--- config.mk ---
export PLATFORM = sky130hd
export DESIGN_NAME = ult_scheduler
export DESIGN_NICKNAME = d
export VERILOG_FILES = /design/src/rtl/ult_scheduler_pkg.sv /design/src/rtl/ult_scheduler_energy_meter.sv /design/src/rtl/ult_scheduler.sv
export SDC_FILE = /design/constraint.sdc
export NUM_CORES = 1
export LEC_CHECK = 0
export ABC_CLOCK_PERIOD_IN_PS = 7740
export BUFFER_PORTS_ARGS = -buffer_cell sky130_fd_sc_hd__buf_2
export CORE_MARGIN = 2
export CORE_UTILIZATION = 55
export DETAILED_ROUTE_END_ITERATION = 8
export PLACE_DENSITY = 0.78
export RECOVER_POWER = 25
export SYNTH_ARGS = -nofsm -noshare
export SYNTH_HDL_FRONTEND = slang
export SYNTH_SLANG_ARGS = --single-unit
--- constraint.sdc ---
create_clock -name frame_clk -period 7.74 [get_ports frame_clk]
set_input_delay 1.548 -clock frame_clk [delete_from_list [all_inputs] [get_ports frame_clk]]
set_output_delay 1.548 -clock frame_clk [all_outputs]
set_load 0.005 [all_outputs]
--- src/rtl/ult_scheduler_pkg.sv ---
`default_nettype none
// ---------------------------------------------------------------------------
// ult_scheduler_pkg : shared types and helpers for the ultimate scheduler
// Rev 1.0
// ---------------------------------------------------------------------------
package ult_scheduler_pkg;

   localparam int ENERGY_W = 10;
   localparam int P1       = 0;
   localparam int P2       = 1;

   typedef enum logic [1:0] {
      IDLE     = 2'd0,
      FIRE     = 2'd1,
      ACTIVE   = 2'd2,
      COOLDOWN = 2'd3
   } ult_state_t;

   // Sum is formed one bit wider so the clamp sees any overflow past lim.
   function automatic logic [ENERGY_W-1:0] sat_add(
      input logic [ENERGY_W-1:0] base,
      input logic [ENERGY_W-1:0] inc,
      input logic [ENERGY_W-1:0] lim
   );
      logic [ENERGY_W:0] sum;
      sum = {1'b0, base} + {1'b0, inc};
      return (sum >= {1'b0, lim}) ? lim : sum[ENERGY_W-1:0];
   endfunction

endpackage
`default_nettype wire

--- src/rtl/ult_scheduler_energy_meter.sv ---
`default_nettype none
// ---------------------------------------------------------------------------
// ult_scheduler_energy_meter : per-player saturating energy accumulator
// Rev 1.0
// ---------------------------------------------------------------------------
module ult_scheduler_energy_meter
   import ult_scheduler_pkg::*;
#(
   parameter int MAX   = 600,
   parameter int BONUS = 60
) (
   input  logic                clk,
   input  logic                rst_n,
   input  logic                enable,
   input  logic                clear,
   input  logic                bonus,
   output logic [ENERGY_W-1:0] energy,
   output logic                full
);

   localparam logic [ENERGY_W-1:0] MAX_V   = ENERGY_W'(MAX);
   localparam logic [ENERGY_W-1:0] BONUS_V = ENERGY_W'(BONUS);

   // A credited hit replaces that frame's charge tick with the bonus.
   always_ff @(posedge clk or negedge rst_n) begin
      if (!rst_n) begin
         energy <= '0;
      end else if (clear) begin
         energy <= '0;
      end else if (enable) begin
         energy <= sat_add(energy, bonus ? BONUS_V : ENERGY_W'(1), MAX_V);
      end
   end

   assign full = (energy == MAX_V);

endmodule
`default_nettype wire

--- src/rtl/ult_scheduler.sv ---
`default_nettype none
// ---------------------------------------------------------------------------
// ult_scheduler : arbitrates the shared pulse-bomb slot between two players
// Rev 1.0
// ---------------------------------------------------------------------------
module ult_scheduler
   import ult_scheduler_pkg::*;
#(
   parameter int         ENERGY_MAX = 600,
   parameter int         HIT_BONUS  = 60,
   parameter int         COOLDOWN_N = 30,
   parameter int         ACTIVE_MAX = 240,
   parameter logic [1:0] ULT_ID     = 2'd0
) (
   input  logic                frame_clk,
   input  logic                Reset_n,
   input  logic [1:0]          press_u,
   input  logic [1:0]          chara_id0,
   input  logic [1:0]          chara_id1,
   input  logic [1:0]          alive,
   input  logic                bomb_active,
   input  logic                bomb_hit_evt,
   input  logic                boom_hit_evt,
   output logic                fire,
   output logic                owner,
   output logic [1:0]          full_energy,
   output logic [ENERGY_W-1:0] energy0,
   output logic [ENERGY_W-1:0] energy1,
   output logic [1:0]          hit_credit,
   output logic [1:0]          splash_credit,
   output logic                busy
);

   localparam logic [ENERGY_W-1:0] ACT_LAST = ENERGY_W'(ACTIVE_MAX - 1);
   localparam logic [ENERGY_W-1:0] CD_LAST  = ENERGY_W'(COOLDOWN_N - 1);

   ult_state_t          state;
   logic [ENERGY_W-1:0] count;
   logic                last_grant;
   logic [1:0]          press_q;
   logic [1:0]          rise;
   logic [1:0]          ult_sel;
   logic [1:0]          req;
   logic [1:0]          full;
   logic [1:0]          clear;
   logic [1:0]          bonus;
   logic                grant;
   logic                winner;
   logic                credit_ok;
   logic [ENERGY_W-1:0] energy [2];

   assign rise    = press_u & ~press_q;
   assign ult_sel = {chara_id1 == ULT_ID, chara_id0 == ULT_ID};
   assign req     = rise & alive & full & ult_sel;

   always_comb begin
      grant  = (state == IDLE) && (req != 2'b00);
      winner = 1'b0;
      if (req == 2'b11) begin
         winner = ~last_grant;
      end else begin
         winner = req[P2];
      end
      clear = 2'b00;
      if (grant) begin
         clear = winner ? 2'b10 : 2'b01;
      end
   end

   // Late BOOM events during COOLDOWN still belong to the owner.
   assign credit_ok = (state == ACTIVE) || (state == COOLDOWN);

   always_comb begin
      hit_credit    = 2'b00;
      splash_credit = 2'b00;
      if (credit_ok && bomb_hit_evt) begin
         hit_credit = owner ? 2'b10 : 2'b01;
      end else if (credit_ok && boom_hit_evt) begin
         splash_credit = owner ? 2'b10 : 2'b01;
      end
   end

   assign bonus = hit_credit | splash_credit;

   always_ff @(posedge frame_clk or negedge Reset_n) begin
      if (!Reset_n) begin
         state      <= IDLE;
         count      <= '0;
         owner      <= 1'b0;
         last_grant <= 1'b1;
         press_q    <= 2'b00;
      end else begin
         press_q <= press_u;
         case (state)
            IDLE: begin
               count <= '0;
               if (grant) begin
                  owner      <= winner;
                  last_grant <= winner;
                  state      <= FIRE;
               end
            end
            FIRE: begin
               count <= '0;
               state <= ACTIVE;
            end
            ACTIVE: begin
               // count>=1 masks the frame before the projectile reports active
               if ((!bomb_active && count != '0) || count == ACT_LAST) begin
                  count <= '0;
                  state <= COOLDOWN;
               end else begin
                  count <= count + 1'b1;
               end
            end
            COOLDOWN: begin
               if (count == CD_LAST) begin
                  count <= '0;
                  state <= IDLE;
               end else begin
                  count <= count + 1'b1;
               end
            end
            default: begin
               count <= '0;
               state <= IDLE;
            end
         endcase
      end
   end

   for (genvar i = 0; i < 2; i++) begin : g_meter
      ult_scheduler_energy_meter #(
         .MAX   (ENERGY_MAX),
         .BONUS (HIT_BONUS)
      ) u_meter (
         .clk    (frame_clk),
         .rst_n  (Reset_n),
         .enable (alive[i]),
         .clear  (clear[i]),
         .bonus  (bonus[i]),
         .energy (energy[i]),
         .full   (full[i])
      );
   end

   assign fire        = (state == FIRE);
   assign busy        = (state != IDLE);
   assign full_energy = full;
   assign energy0     = energy[P1];
   assign energy1     = energy[P2];

endmodule
`default_nettype wire

# Word-level counts from Yosys, hierarchy flattened
# Cells that the tools add are included.
# op_classes
n_lt_le_gt_ge,2
n_reduce_logical,18
addsub,3
n_mux,22
bitwise,7
eq_ne,11
# ops
op,count
2-to-1 mux 10 bit,8
one-hot mux 10 bit (3 select lines),1
adder 10 x 10 -> 11 bit,2
"greater-or-equal comparator 11 x 10 -> 1 bit, second input constant",2
"== test 10 bit, second input constant",2
2-to-1 mux 2 bit,9
2-to-1 mux 6 bit,2
"adder 10 x 1 -> 10 bit, second input constant",1
"== test 10 x 5 -> 1 bit, second input constant",1
"== test 10 x 8 -> 1 bit, second input constant",1
nonzero test 10 bit,1
bitwise AND 2 bit,4
one-hot mux 2 bit (4 select lines),1
nonzero test 2 bit,4
"== test 2 bit, second input constant",3
logical NOT 2 bit,3
logical AND 1 bit,4
"inequality test 2 x 1 -> 1 bit, second input constant",2
AND reduction 3 bit,1
"== test 2 x 1 -> 1 bit, second input constant",1
logical OR 1 bit,2
"inequality test 2 bit, second input constant",1
NOT 2 bit,1
OR 2 bit,1
5 further kinds,5
# totals
output_inout_bits,29
register_bits,36
wordCells,70

# Longest topological paths before layout
# depth
ltp_word,12
depth_mapped,15
ltp_nobuf,15

# Hierarchy
# From an unflattened synthesis, not the netlist that was laid out.
# unflattened
hier_cells,291
hier_area_um2,2753.9
# modules_own_cells
module,seq_area_each_um2,cells_each,area_per_inst_um2,instances
ult_scheduler_energy_meter,250.2,99,908.4,2
ult_scheduler,401.6,93,937.1,1

# Least setup slack after synthesis
# OpenSTA, ideal clock, no wires.
# synth_timing
path_kind,in2reg
startpoint,in bomb_hit_evt
endpoint,reg g_meter[0].u_meter.energy[2]
path_stages,12
arrival_ns,3.700
path_slack_ns,3.974
cell_sequence,nor2_1 nor2_1 inv_1 ha_1 ha_1 nand3_1 nand2_1 a31o_2 a2111oi_4 nor3_4 o31ai_2 a31o_1
# synth_between
elab_chain_len,9
word_cells_on_any_way,10
classes_between,1 x add/sub; 1 x order compare; 6 x mux; 1 x bitwise; 1 x reduce/logical
# synth_lines
element,line_no,source
"start, declared",ult_scheduler.sv:22,"input logic bomb_hit_evt,"
logical AND 1 bit (*),ult_scheduler.sv:76,if (credit_ok && bomb_hit_evt) begin
2-to-1 mux 2 bit,ult_scheduler.sv:76,
OR 2 bit (*),ult_scheduler.sv:83,assign bonus = hit_credit | splash_credit;
2-to-1 mux 6 bit (*),ult_scheduler_energy_meter.sv:31,"energy <= sat_add(energy, bonus ? BONUS_V : ENERGY_W'(1), MAX_V);"
adder 10 x 10 -> 11 bit (*),ult_scheduler_pkg.sv:26,"sum = {1'b0, base} + {1'b0, inc};"
greater-or-equal comparator 11 x 10 -> 1 bit,ult_scheduler_pkg.sv:27,"return (sum >= {1'b0, lim}) ? lim : sum[ENERGY_W-1:0];"
2-to-1 mux 10 bit (*),ult_scheduler_pkg.sv:27,
2-to-1 mux 10 bit (*),ult_scheduler_energy_meter.sv:30,end else if (enable) begin
2-to-1 mux 10 bit (*),ult_scheduler_energy_meter.sv:28,end else if (clear) begin
"end signal, assigned",ult_scheduler_energy_meter.sv:31,
"end, declared",ult_scheduler_energy_meter.sv:17,"output logic [ENERGY_W-1:0] energy,"
# Every way passes the cells marked *; elsewhere a longest branch is shown, timed or not. The select of a mux whose other input is x is not followed.
# A chain may end at the register's enable or synchronous reset.

# Worst setup path after layout
# layout_timing
startpoint,in bomb_hit_evt
endpoint,reg g_meter[1].u_meter.energy[5]
# layout_between
elab_chain_len,9
word_cells_on_any_way,10
classes_between,1 x add/sub; 1 x order compare; 6 x mux; 1 x bitwise; 1 x reduce/logical
# layout_lines
element,line_no
logical AND 1 bit (*),ult_scheduler.sv:76
2-to-1 mux 2 bit,ult_scheduler.sv:76
OR 2 bit (*),ult_scheduler.sv:83
2-to-1 mux 6 bit (*),ult_scheduler_energy_meter.sv:31
adder 10 x 10 -> 11 bit (*),ult_scheduler_pkg.sv:26
greater-or-equal comparator 11 x 10 -> 1 bit,ult_scheduler_pkg.sv:27
2-to-1 mux 10 bit (*),ult_scheduler_pkg.sv:27
2-to-1 mux 10 bit (*),ult_scheduler_energy_meter.sv:30
2-to-1 mux 10 bit (*),ult_scheduler_energy_meter.sv:28
"end signal, assigned",ult_scheduler_energy_meter.sv:31
"end, declared",ult_scheduler_energy_meter.sv:17
# Marks and branches as above.

==> metrics list <==
- Result of the run: finished, violations left
- The final reports fail on max-capacitance violations, max-slew violations.
* DR vias: 2268
- Across all register-to-register paths, the minimum setup slack is 4210 ps.
- Summing all non-filler instances in the final layout gives an area of 2940 µm².
- STA puts the critical path data arrival time at 4170 ps.
- Number of global-route vias before repair: 2076
- Cell-internal power: 0.597 mW
* Clock tree from TritonCTS: yes
* Standard cell with the maximum stage delay on the critical path: sky130_fd_sc_hd__nor2_1
- The layout has 397 filler cells.
- Across all setup checks in the final design, the least slack found is 3750 ps.
* Number of max-cap violations: 1
- Max transition margin: -0.288
* Clock-pin slew on the worst setup and hold paths: 70 ps
* Floorplan die height: 72.9 µm
* Prevailing post-synth register cell: sky130_fd_sc_hd__dfrtp_1
- Finished Core Util: 0.631
* Leakage component of the power: 1.37 nW
* Count of warnings emitted by yosys: 0
- Worst hold slack after final layout: 556 ps
- Yosys attributes the largest share of cell area to sky130_fd_sc_hd__dfrtp_1, sky130_fd_sc_hd__ha_1, sky130_fd_sc_hd__nor2_1.
- Post-CTS timing repair inserted 0 buffers for setup.
- Final critical path time including I/O delays and setup: 3990 ps
- Averaged over all synthesized cells, the footprint is 9.02 µm².
* Total number of nets in the final design: 359
- Synthesis produced 289 cells.
- Counting flops with a built-in enable in the synthesized netlist gives 0.
* Pin slew with the least headroom to its limit: 1930 ps
- For this design, the CTS-stage hold fixing added 0 buffers.
* Die Width: 72.9 µm
* Total Routed Length: 5.65 mm
- VDD sags by at most 0.158 mV.
- P&R area growth vs syn: 12.7%
* Required time at the worst-slack endpoint: 7920 ps
* GR Util All Layers: 0.230
- Count of nets left with antenna violations after detail routing: 0
- Number of failing setup endpoints in the final timing report: 0
* Clock skew after layout: 7.40 ps
- The worst setup path is captured at a flip-flop.
- The critical path is of the in -> reg type.
- Of all nets on the critical path, the largest fanout is 7.
* Maximum clock path buffer count: 2
- Core Box Area: 4660 µm²
- Average wire per standard cell: 14.8 µm
* Share of post-route cells with drive strength above 1: 0.192
- Clock latency on the worst-skew pair, taken at its later pin, is 290 ps.
- Setup repair after global routing left no endpoint under its margin.
* Most area-hungry cell type in the Yosys netlist: sky130_fd_sc_hd__dfrtp_1
* Antenna diode count: 0
* PD cells: 350 nW/µm²
- Global-route wire length before repair: 9.60 mm
* Hold WC Path Type: reg -> reg
- The completed layout was analyzed and its total power is 1.03 mW.
* Port bufs: 41
- CTS H-tree depth: 2
- The share of synthesized area in the top cell type comes to 0.336.
- Startpoint kind of the worst setup timing path: input port
- Summed instance area of the synthesized netlist: 2610 µm²
- Logic pwr share: 0.560
- Registers take 902 µm².
- Antenna violations before repair: 0
- Final Instance Count excl. Fillers: 382
- Fin crit share: 0.516
- Once placement finished, the instance area stood at 2830 µm².
- In this run, the number of DRC markers left after iteration 0 of detailed routing was 224.
- Fraction of the yosys area taken by sequential cells: 0.346
- Share of synthesized registers carrying an async set or reset: 1.00
- Residual overflow from global routing: 0
- Of the total power, the share spent switching nets is 0.419.
- Row count: 25
- Area of the die: 5310 µm²
- Number of search-and-repair iterations in the first detailed-routing pass: 4
- The multi-input combinational cells in the finished layout cover a total of 1610 µm².
* Hold Vio Cnt, Final: 0
* Clock tree root buffer cell: sky130_fd_sc_hd__clkbuf_8
- Seq pwr share: 0.283
* Cts bufs inserted: 5
* Post-detailed-placement half-perimeter wirelength: 4.29 mm
* Remaining design rule violation count: 0
* Sinks on the clock net: 36
- Before CTS, the worst setup slack after placement is 3510 ps.
* Final Slew Violations: 37
- In this design, the stage delay of the slowest critical-path cell is 330 ps.
- Final-layout setup total negative slack: 0 ps
- Effective utilization at floorplan: 0.559
- 42 I/O pins were placed.
* Switching Power: 0.431 mW
* Via density: 5.94
- Static timing analysis puts the maximum clock frequency at 250 MHz.
* Clk pwr share: 0.157
* Cells along the critical path: buf_2 -> nor2_1 -> nor2_1 -> inv_1 -> ha_1 -> ha_1 -> a21o_1 -> a21oi_1 -> o21ai_0 -> a31o_2 -> o22ai_1 -> nand2_1 -> a32o_1
* Synth cell types: 62
* Final weighted congestion in routability-driven placement: 0.909
- Resized Gates After CTS: 0
- Maximum number of pins on one net before global-route repair: 37
* Number of cells after detailed placement: 374
- Nets in the synthesized netlist: 321
* Yosys reg bits: 36
## critical path, delay by kind of cell
family | cells | cell delay [ps]
AO/OA/AOI/OAI | 6 | 1390
AND/OR/NAND/NOR | 3 | 600
adder cells (fa/ha/maj) | 2 | 450
buffers and inverters | 2 | 190
## worst paths after layout
kind | from | to | depth (start not counted)
min in group asynchronous | Reset_n | count[4] | 1
max in group asynchronous | Reset_n | g_meter[1].u_meter.energy[7] | 1
setup reg to reg | state[0] | g_meter[0].u_meter.energy[2] | 15
setup / recovery | bomb_hit_evt | g_meter[1].u_meter.energy[5] | 13
hold / removal | g_meter[0].u_meter.energy[5] | g_meter[0].u_meter.energy[5] | 2
hold reg to reg | g_meter[0].u_meter.energy[5] | g_meter[0].u_meter.energy[5] | 2
## cells in the mapped netlist (6+ instances only)
cell type	number
sky130_fd_sc_hd__nor2b_1	6
sky130_fd_sc_hd__inv_1	13
sky130_fd_sc_hd__nand2_1	20
sky130_fd_sc_hd__nand3_1	15
sky130_fd_sc_hd__ha_1	19
sky130_fd_sc_hd__and3_1	6
sky130_fd_sc_hd__xor2_1	10
sky130_fd_sc_hd__dfrtp_1	35
sky130_fd_sc_hd__xnor2_1	8
sky130_fd_sc_hd__o21ai_0	12
sky130_fd_sc_hd__clkbuf_1	6
sky130_fd_sc_hd__nor2_1	35
sky130_fd_sc_hd__a22o_1	6
sky130_fd_sc_hd__nor3_1	8
sky130_fd_sc_hd__a21oi_1	12
## power by group through the flow
stage	clock network, mW	registers (mW)	logic [mW]
after floorplan	0	0.277	0.456
after global placement	0	0.292	0.562
after detailed placement	0	0.293	0.573
after CTS	0.166	0.290	0.578
after global routing	0.173	0.299	0.646
final	0.162	0.291	0.576
## final cells by class
class / count / area share
sequential: 36 / 0.307
clock buffer: 6 / 0.0247
tap: 54 / 0.0230
timing repair buffer: 41 / 0.0694
clock inverter: 2 / 0.0119
multi-input combinational: 229 / 0.546
inverter: 14 / 0.0179
## state kept, by name (all words and copies together) (netlist names)
signal                  cells
press_q                     2
last_grant                  1
count                      10
g_meter.u_meter.energy     20
owner                       1
state                       2
## routing by layer
| metal | routed length, µm | vias to the layer above | GRT usage |
|---|---|---|---|
| li1 | - | 1131 | - |
| met1 | 2680 | 1053 | 0.326 |
| met2 | 2610 | 78 | 0.365 |
| met3 | 297 | 6 | 0.0387 |
| met4 | 65 | 0 | 0.0658 |
| met5 | 0 | - | 0 |
## kinds of logic after synthesis
kind of cell	synth area share
buf+inv	0.0384
mux	0.0178
simple gates	0.240
compound gates	0.206
xor+xnor	0.0605
flops	0.346
fa+ha+maj	0.0912
## cells in the final DEF (no fill, tap or decap), types with 2 or more instances in the layout
master / n
sky130_fd_sc_hd__o31ai_1: 2
sky130_fd_sc_hd__a22o_1: 6
sky130_fd_sc_hd__nor2b_1: 6
sky130_fd_sc_hd__a21oi_1: 12
sky130_fd_sc_hd__or3_1: 3
sky130_fd_sc_hd__mux2_2: 2
sky130_fd_sc_hd__nand3_1: 15
sky130_fd_sc_hd__xnor2_1: 8
sky130_fd_sc_hd__nor4b_1: 5
sky130_fd_sc_hd__o21a_1: 5
sky130_fd_sc_hd__dfrtp_1: 35
sky130_fd_sc_hd__buf_2: 40
sky130_fd_sc_hd__inv_1: 13
sky130_fd_sc_hd__o21ai_0: 12
sky130_fd_sc_hd__nand2b_1: 2
sky130_fd_sc_hd__clkbuf_1: 2
sky130_fd_sc_hd__a21o_1: 5
sky130_fd_sc_hd__nor4_1: 2
sky130_fd_sc_hd__a31oi_1: 5
sky130_fd_sc_hd__nor2_1: 35
sky130_fd_sc_hd__and2_1: 2
sky130_fd_sc_hd__and3_1: 6
sky130_fd_sc_hd__xor2_1: 10
sky130_fd_sc_hd__clkbuf_8: 5
sky130_fd_sc_hd__a31o_2: 3
sky130_fd_sc_hd__nor3_1: 8
sky130_fd_sc_hd__a31o_1: 4
sky130_fd_sc_hd__nand2_1: 20
sky130_fd_sc_hd__a32o_1: 2
sky130_fd_sc_hd__ha_1: 19
No activity file was read; power rests on OpenSTA's default activity.
